$ cat src/rtl/fetch_unit.sv
// Instruction-fetch stage: owns the PC, issues single-cycle imem reads and
// buffers responses in a 2-entry FIFO that decouples fetch from decode stalls.
module fetch_unit #(
    parameter logic [11:0] RESET_PC = 12'h000
) (
    input  logic        CLK,
    input  logic        RST,
    input  logic        redirect_valid,
    input  logic [11:0] redirect_pc,
    output logic        imem_req,
    output logic [11:0] imem_addr,
    input  logic [31:0] imem_rdata,
    output logic        if_valid,
    input  logic        if_ready,
    output logic [11:0] if_pc,
    output logic [31:0] if_inst,
    output logic [31:0] if_pc4
);

    logic [11:0] r_pc;
    logic        r_inflight;
    logic [11:0] r_tag;
    logic [1:0]  r_cnt;
    logic [11:0] r_pc0, r_pc1;
    logic [31:0] r_inst0, r_inst1;
    logic        r_loaded;

    logic        w_pop;
    logic        w_push;
    logic        w_issue;
    logic [2:0]  w_occ;
    logic [2:0]  w_lim;

    assign w_pop   = (r_cnt != 2'd0) & if_ready;
    assign w_push  = r_inflight & ~redirect_valid;
    // count + inflight - pop < 2, rearranged to stay unsigned
    assign w_occ   = {1'b0, r_cnt} + {2'b00, r_inflight};
    assign w_lim   = 3'd2 + {2'b00, w_pop};
    assign w_issue = ~redirect_valid & (w_occ < w_lim);

    assign imem_req  = w_issue & ~RST;
    assign imem_addr = r_pc;

    assign if_valid = (r_cnt != 2'd0);
    assign if_pc    = r_pc0;
    assign if_inst  = r_inst0;
    // Head-derived PC+4 reads as zero until the head has ever been loaded
    assign if_pc4   = r_loaded ? ({20'b0, r_pc0} + 32'd4) : 32'd0;

    always_ff @(posedge CLK or posedge RST) begin
        if (RST) begin
            r_pc       <= RESET_PC;
            r_inflight <= 1'b0;
            r_tag      <= 12'd0;
            r_cnt      <= 2'd0;
            r_pc0      <= 12'd0;
            r_pc1      <= 12'd0;
            r_inst0    <= 32'd0;
            r_inst1    <= 32'd0;
            r_loaded   <= 1'b0;
        end else if (redirect_valid) begin
            // Flush; entries keep their contents so the empty head holds its value
            r_cnt      <= 2'd0;
            r_inflight <= 1'b0;
            r_pc       <= {redirect_pc[11:2], 2'b00};
        end else begin
            r_inflight <= w_issue;
            if (w_issue) begin
                r_pc  <= r_pc + 12'd4;
                r_tag <= r_pc;
            end
            r_cnt <= r_cnt + {1'b0, w_push} - {1'b0, w_pop};
            if (w_push) r_loaded <= 1'b1;
            case ({w_push, w_pop})
                2'b10: begin
                    if (r_cnt == 2'd0) begin
                        r_pc0   <= r_tag;
                        r_inst0 <= imem_rdata;
                    end else begin
                        r_pc1   <= r_tag;
                        r_inst1 <= imem_rdata;
                    end
                end
                2'b11: begin
                    if (r_cnt == 2'd1) begin
                        r_pc0   <= r_tag;
                        r_inst0 <= imem_rdata;
                    end else begin
                        r_pc0   <= r_pc1;
                        r_inst0 <= r_inst1;
                        r_pc1   <= r_tag;
                        r_inst1 <= imem_rdata;
                    end
                end
                2'b01: begin
                    if (r_cnt == 2'd2) begin
                        r_pc0   <= r_pc1;
                        r_inst0 <= r_inst1;
                    end
                end
                default: ;
            endcase
        end
    end

endmodule

$ cat config.mk
export PLATFORM = sky130hd
export DESIGN_NAME = fetch_unit
export DESIGN_NICKNAME = d
export VERILOG_FILES = /design/src/rtl/fetch_unit.sv
export SDC_FILE = /design/constraint.sdc
export NUM_CORES = 1
export LEC_CHECK = 0
export ABC_AREA = 1
export BUFFER_PORTS_ARGS = -buffer_cell sky130_fd_sc_hd__buf_4
export CAP_MARGIN = 20
export CORE_ASPECT_RATIO = 0.5
export CORE_UTILIZATION = 40
export CTS_CLUSTER_DIAMETER = 30
export DETAILED_ROUTE_END_ITERATION = 10
export PLACE_DENSITY_LB_ADDON = 0.3
export SLEW_MARGIN = 20
export SYNTH_ARGS = -nofsm -noshare
export SYNTH_HDL_FRONTEND = slang
export SYNTH_SLANG_ARGS = --single-unit
$ cat constraint.sdc
create_clock -name CLK -period 5.23 [get_ports CLK]
set_input_delay 1.569 -clock CLK [delete_from_list [all_inputs] [get_ports CLK]]
set_output_delay 1.569 -clock CLK [all_outputs]
set_load 0.01 [all_outputs]
Yosys cells after proc, flatten, opt, wreduce, memory -nomap -nowiden
Cells that the tools add are included.
{"block": "totals", "register_bits": 116, "latch_bits": 0, "ram_bits": 0, "rom_bits": 0, "output_inout_bits": 90, "memories": 0}
{"block": "op_classes", "addsub": 6, "n_mul": 0, "div": 0, "order_cmp": 1, "n_eq_ne": 9, "shifts": 0, "n_mux": 19, "bitwise_logic": 6, "reduce_logical": 9}
{"cell": "32-bit 2-to-1 mux", "count": 5}
{"cell": "32-bit case mux with 3 select lines", "count": 1}
{"cell": "12-bit 2-to-1 mux", "count": 7}
{"cell": "32-bit case mux with 2 select lines", "count": 1}
{"cell": "12-bit case mux with 3 select lines", "count": 1}
{"cell": "12-bit case mux with 2 select lines", "count": 1}
{"cell": "12-bit by 3-bit adder with 13-bit output, second input constant", "count": 1}
{"cell": "13-bit 2-to-1 mux", "count": 1}
{"cell": "12-bit by 3-bit adder with 12-bit output, second input constant", "count": 1}
{"cell": "2-bit != test, second input constant", "count": 4}
{"cell": "4-bit AND reduction", "count": 2}
{"cell": "2-bit == test, second input constant", "count": 3}
{"cell": "2-bit nonzero test", "count": 3}
{"cell": "1-bit bitwise AND", "count": 4}
{"cell": "2-bit by 1-bit == test with 1-bit output, second input constant", "count": 2}
{"cell": "2-bit AND reduction", "count": 2}
{"cell": "2-bit by 1-bit adder with 3-bit output", "count": 1}
{"cell": "2-bit by 1-bit adder with 3-bit output, first input constant", "count": 1}
{"cell": "3-bit < comparator", "count": 1}
{"cell": "3-bit nonzero test", "count": 1}
{"cell": "2-bit by 1-bit adder with 2-bit output", "count": 1}
{"cell": "2-bit zero test", "count": 1}
{"cell": "2-bit 2-to-1 mux", "count": 1}
{"cell": "1-bit NOT", "count": 2}
{"cell": "other kinds (2)", "count": 2}

Longest topological paths before layout
Gate-level depths: netlist of run 1.
{"block": "depth", "word_depth": 7, "ltp_mapped": 12}

Least setup slack after synthesis of run 1
Ideal clock, no wire load.
{"block": "synth_timing", "kind": "input port to output port", "startpoint": "input redirect_valid", "endpoint": "output imem_req", "t_arrival_ns": 2.257, "required_ns": 3.661, "slack_ns": 1.404, "cell_stages": 5, "path_cell_list": "buf_4 -> inv_4 -> nand3_2 -> buf_2 -> nor2_1"}
{"block": "synth_via", "elab_chain_cells": 3}
{"element": "start, declared", "line_no": "8", "text": "input logic redirect_valid,"}
{"element": "1-bit NOT (no line)"}
{"element": "1-bit bitwise AND", "line_no": "39", "text": "assign w_issue = ~redirect_valid & (w_occ < w_lim);"}
{"element": "1-bit bitwise AND", "line_no": "41", "text": "assign imem_req = w_issue & ~RST;"}
{"element": "end, declared", "line_no": "10", "text": "output logic imem_req,"}
Every way passes these cells.

Worst setup path in the final report of run 1
Same ends and word-level chain as after synthesis.

==> impl_metrics.py, run 1 <==
metrics = {
    "global_route": {
        "grt_pass1_vias": 4429,
        "grt_pass1_wl_um": 21100,
        "grt.overflow.total": 0,
        "grt_use_total_pct": 18.0,
        "antenna_found_initial": 0,
        "grt_max_degree": 82,
    },
    "logic_synthesis": {
        "synth_adder_area_share_pct": 2.23,
        "netlist_instances": 751,
        "synthDistinctLibCells": 28,
        "synth-simple-area-share_pct": 30.0,
        "synth-compound-area-share_pct": 6.99,
        "synth_xor_area_share_pct": 0.623,
        "muxShareOfSynthArea_pct": 0,
        "ys_warn_count": 0,
        "syn_area_per_cell_sq_um": 7.49,
        "yosysSeqAreaShare_pct": 48.5,
        "synth_area_sq_um": 5620,
        "ys_ff_latch": 109,
        "synth_top_family_by_area": "simple AND/OR/NAND/NOR gates",
    },
    "timing": {
        "period_share_pct": 76.3,
        "min_period_ns": 3.99,
        "finalHoldViolations": 0,
        "clock.fmax_mhz": 250,
        "worstMarginPinSlew_ns": 0.874,
        "relSlewSlack_pct": 41.6,
        "finalClockSkew_ns": 0.00782,
        "setup_tns_ns": 0,
        "finalSetupViolCount": 0,
        "drv_slew": 0,
        "whs_ns": 0.481,
        "grt_setup_unrepaired": "false",
    },
    "pwr": {
        "powerDensity_nw_per_um2": 558,
        "peakVddDrop_v": 0.000218,
        "leakagePower_nw": 3.80,
    },
    "cts": {
        "clockBufferDepth": 2,
        "cts-root-buf": "clkbuf_16",
        "cts_buffers": 9,
        "cts_resized": 0,
        "cts_tree": "yes",
        "postCtsHoldBufs": 0,
        "clock-sinks": 109,
        "clock_latency_ns": 0.34,
        "path_clk_slew_ns": 0.08,
        "post_cts_buffers": 0,
        "htree_num_levels": 3,
    },
    "layout": {
        "final_nets": 904,
        "diodes": 0,
        "nFillCells": 1409,
        "final_util_pct": 50.0,
        "area_growth_pct": 21.1,
        "fin_cells": 1042,
        "drive_gt1_share_pct": 17.5,
    },
    "worst_setup_path": {
        "critPathLaunchType": "input pin",
        "required_ns": 3.66,
        "critPathMaxFanout": 17,
        "worstPathArrival_ns": 2.42,
        "endpoint_kind": "primary output",
        "crit_type": "input pin to primary output",
    },
    "floorplan": {
        "die_y_um": 85.8,
        "coreArea_sq_um": 13600,
        "rows": 30,
        "dieArea_sq_um": 14600,
        "ioPinCount": 138,
        "fp.dieW_um": 170,
        "initial_core_util_pct": 41.3,
    },
    "outcome": {
        "status": "finished, final reports clean",
    },
    "place": {
        "dpl.hpwl_um": 8410,
        "dp.cells": 1027,
        "port-buffer-count": 114,
        "gp_congestion": 0.828,
    },
    "routing": {
        "avgRoutedWirePerCell_um": 12.1,
        "wirelength_um": 12600,
        "ant_nets": 0,
        "drc_errors": 0,
        "drt_first_pass_iters": 4,
        "via_per_inst": 4.61,
        "first_iter_violations": 284,
        "dr_total_vias": 4808,
    },
    "worst_hold_path": {
        "holdCritPathClass": "flip-flop to flip-flop",
    },
    "run": {
        "drv_cap": 0,
    },
}
-- logic make-up (layout without fill, tap and decap cells) --
family          Yosys count  after routing
other cells               1             21
simple gates            414            414
xor+xnor                  4              4
fa+ha+maj                10             10
buf+inv                 136            215
flops                   109            109
compound gates           77             77
-- Yosys cell counts (all sizes together) --
library cell  instances  area (sq um)
nand2               320          1210
dfrtp               109          2730
inv                  79           299
o21ai                70           350
nand3                65           330
buf                  52           334
nor2                 22           100
ha                   10           125
a21oi                 6          30.0
clkbuf                5          18.8
nor3                  4          25.0
nand3b                2          15.0
xnor2                 2          17.5
xor2                  2          17.5
conb                  1          3.75
nand4                 1          6.26
o211ai                1          12.5
-- metrics by stage --
stage / instance area, sq um / power, W / setup slack (ns)
after detailed placement: 6540 / 0.00318 / 1.23
after floorplan: 5700 / 0.00252 / 0.787
after global routing: 6810 / 0.00412 / 1.18
after CTS: 6810 / 0.00384 / 1.22
final: 6810 / 0.00380 / 1.24
after global placement: 6540 / 0.00314 / 1.24
-- worst paths after layout --
kind	start	slack [ns]	end	cells past startpoint
max	redirect_valid	1.24	imem_req	6
max in group asynchronous	RST	2.97	r_inst1[26]	3
min	if_inst[17]	0.48	if_inst[17]	2
max reg2reg	r_cnt[1]	2.47	if_pc[5]	10
min in group asynchronous	RST	1.36	imem_addr[4]	2
min reg2reg	if_inst[17]	0.48	if_inst[17]	2
-- sequential cells by signal, indices dropped and copies added (netlist names) --
signal / flops
if_inst: 32
if_pc: 11
imem_addr: 10
r_cnt: 2
r_inflight: 1
r_inst1: 32
r_loaded: 1
r_pc1: 10
r_tag: 10
-- cell usage in the layout (no fill, tap or decap), drive strengths merged --
cell type,n
nand2,320
buf,121
dfrtp,109
inv,81
o21ai,70
nand3,65
nor2,22
conb,21
ha,10
clkbuf,9
a21oi,6
nor3,4
clkinv,3
nand3b,2
xor2,2
xnor2,2
o211ai,1
nand4,1
clkinvlp,1
-- where the power goes --
part           internal [W]  switching (W)  total, W
logic              0.000675       0.000964   0.00164
clock network      0.000325       0.000319  0.000645
registers           0.00122       0.000292   0.00151
total               0.00222        0.00158   0.00380
-- cell type report --
type | count | area (sq um) | share of cell area [%]
well taps | 192 | 240 | 3.53
clock inverters | 6 | 47.5 | 0.698
multi-input cells | 526 | 2330 | 34.2
clock buffers | 9 | 225 | 3.31
inverters | 79 | 304 | 4.46
flip-flops and latches | 109 | 2730 | 40.1
repair buffers | 121 | 933 | 13.7
-- per-layer routing --
layer  track usage [%]  up-vias  part of all wire [%]
met5                 0        -                     0
met4              3.85        0                  0.82
li1                  -     2461                     -
met2              31.0      107                    47
met3              3.46       11                   4.6
met1              23.8     2229                    47
-- critical path: stages --
cell and delay [ns]:
buf_4 0.18, inv_4 0.17, nand3_2 0.09, buf_4 0.19, nor2_1 0.10, buf_4 0.13
Power figures use the tool's default switching activity.
==> inputs of run 2 (changes only) <==
==> constraint.sdc (replaced) <==
create_clock -name CLK -period 3.7 [get_ports CLK]
set_input_delay 1.11 -clock CLK [delete_from_list [all_inputs] [get_ports CLK]]
set_output_delay 1.11 -clock CLK [all_outputs]
set_load 0.01 [all_outputs]
==> run 2 against run 1 <==
Clock skew fell by 0.00070 ns. Setup slack got worse by 0.53 ns. Hold slack improved by 0.0020 ns. Combinational power rose by 43%. Critical path depth rose by 2.
==> impl_metrics.py, run 2 (same netlist as run 1, synthesis figures left out) <==
metrics = {
    "routing": {
        "dr_total_vias": 4850,
        "wirelength_um": 12900,
        "drc_errors": 0,
        "avgRoutedWirePerCell_um": 12.3,
        "drt_first_pass_iters": 5,
        "via_per_inst": 4.62,
        "ant_nets": 0,
        "first_iter_violations": 274,
    },
    "place": {
        "place_ws_ns": 0.598,
        "gp_congestion": 0.871,
        "dpl.hpwl_um": 8830,
        "port-buffer-count": 114,
    },
    "layout": {
        "area_growth_pct": 22.1,
        "layout_common_cells": "nand2_1 (317), buf_4 (126), dfrtp_1 (109)",
        "final_nets": 910,
        "final_common_cell": "nand2_1",
        "diodes": 0,
        "drive_gt1_share_pct": 18.1,
    },
    "pwr": {
        "leakagePower_nw": 3.84,
        "powerDensity_nw_per_um2": 794,
        "intPower_w": 0.00321,
        "peakVddDrop_v": 0.000299,
        "p_seq_share_pct": 39.1,
        "p_comb_share_pct": 42.9,
        "finalPower_w": 0.00545,
        "switching_share_pct": 41.1,
        "switchingPower_w": 0.00224,
        "p_clk_share_pct": 18.0,
    },
    "timing": {
        "finalSetupViolCount": 0,
        "period_share_pct": 80.9,
        "min_period_ns": 2.99,
        "drv_slew": 0,
        "setup_tns_ns": 0,
        "finalHoldViolations": 0,
        "finalClockSkew_ns": 0.00712,
        "grt_setup_unrepaired": "false",
        "fin_ws_ns": 0.707,
        "relSlewSlack_pct": 40.0,
        "whs_ns": 0.483,
        "worstMarginPinSlew_ns": 0.899,
        "clock.fmax_mhz": 334,
    },
    "worst_setup_path": {
        "worstPathArrival_ns": 1.88,
        "required_ns": 2.59,
        "endpoint_kind": "primary output",
        "reg2reg_depth": 11,
        "reg2reg_from": "r_cnt[1]",
        "critPathMaxFanout": 5,
        "startpoint": "if_pc[2]",
        "r2r_slack_ns": 1.51,
        "critPathLaunchType": "flip-flop",
        "endpoint": "if_pc4[12]",
        "crit_type": "flip-flop to primary output",
        "reg2reg_to": "if_pc[5]",
    },
    "cts": {
        "cts-root-buf": "clkbuf_16",
        "clock-sinks": 109,
        "cts_resized": 0,
        "clock_latency_ns": 0.34,
        "clockBufferDepth": 2,
        "htree_num_levels": 3,
        "post_cts_buffers": 0,
        "cts_buffers": 9,
        "postCtsHoldBufs": 0,
        "path_clk_slew_ns": 0.07,
        "cts_tree": "yes",
    },
    "floorplan": {
        "dieArea_sq_um": 14600,
        "coreArea_sq_um": 13600,
        "die_y_um": 85.8,
        "rows": 30,
        "ioPinCount": 138,
        "fp.dieW_um": 170,
        "initial_core_util_pct": 41.3,
    },
    "global_route": {
        "grt_pass1_vias": 4499,
        "antenna_found_initial": 0,
        "grt.overflow.total": 0,
        "grt_pass1_wl_um": 21700,
        "grt_use_total_pct": 18.5,
        "grt_max_degree": 43,
    },
    "run": {
        "drv_cap": 0,
    },
    "worst_hold_path": {
        "holdCritPathClass": "flip-flop to flip-flop",
    },
    "outcome": {
        "status": "finished, final reports clean",
    },
}
==> run 2: changes by cell type in the layout (fill, tap and decap cells not counted) <==
| cell | previous run | this run |
|---|---|---|
| clkbuf_1 | 0 | 1 |
| bufinv_16 | 0 | 1 |
| buf_12 | 2 | 1 |
| clkinv_4 | 2 | 0 |
| buf_4 | 119 | 126 |
| clkinvlp_4 | 1 | 2 |
==> run 2: routing by layer <==
layer / part of all wire, % / track usage [%]
met3: 4.1 / 3.60
met1: 47 / 24.6
met4: 0.40 / 3.77
met5: 0 / 0
met2: 48 / 31.6
==> run 2: through the flow <==
stage               instance area, sq um  utilization, %  cells
global placement                    6570            48.2   1033
floorplan                           5700               -    771
detailed placement                  6570            48.2   1033
finish                              6870            50.4   1049
global route                        6870            50.4   1049
CTS                                 6870            50.4   1049
==> run 2: area by class of cell <==
class                      count  area (sq um)
clock buffer                  10           229
clock inverter                 6          68.8
fill                        1371          6760
inverter                      79           303
multi-input combinational    526          2330
sequential                   109          2730
tap                          192           240
timing repair buffer         127           966
==> run 2: worst max-delay path, stage by stage, from the launching register on <==
cell and delay (ns):
dfrtp_1 0.45, ha_1 0.20, nand2_1 0.06, inv_1 0.11, nand3_1 0.12, nor2_1 0.19, nand2_1 0.09, nor3_1 0.17
buf_4 0.16
==> run 2: power by group through the flow <==
stage	Clock [W]	Sequential [W]	Combinational [W]
floorplan	0	0.00218	0.00138
detailed placement	0	0.00215	0.00237
CTS	0.00102	0.00213	0.00237
global route	0.00107	0.00220	0.00265
finish	0.000981	0.00213	0.00234
global placement	0	0.00213	0.00231
==> run 2: worst min-delay path by stage <==
stage | startpoint | end | depth (start not counted)
after detailed placement | if_inst[7] | if_inst[7] | 2
after global placement | if_inst[14] | if_inst[14] | 2
after CTS | if_inst[7] | if_inst[7] | 2
after global routing | if_inst[0] | if_inst[0] | 2
after floorplan | r_inst1[0] | r_inst1[0] | 2
final | if_inst[0] | if_inst[0] | 2
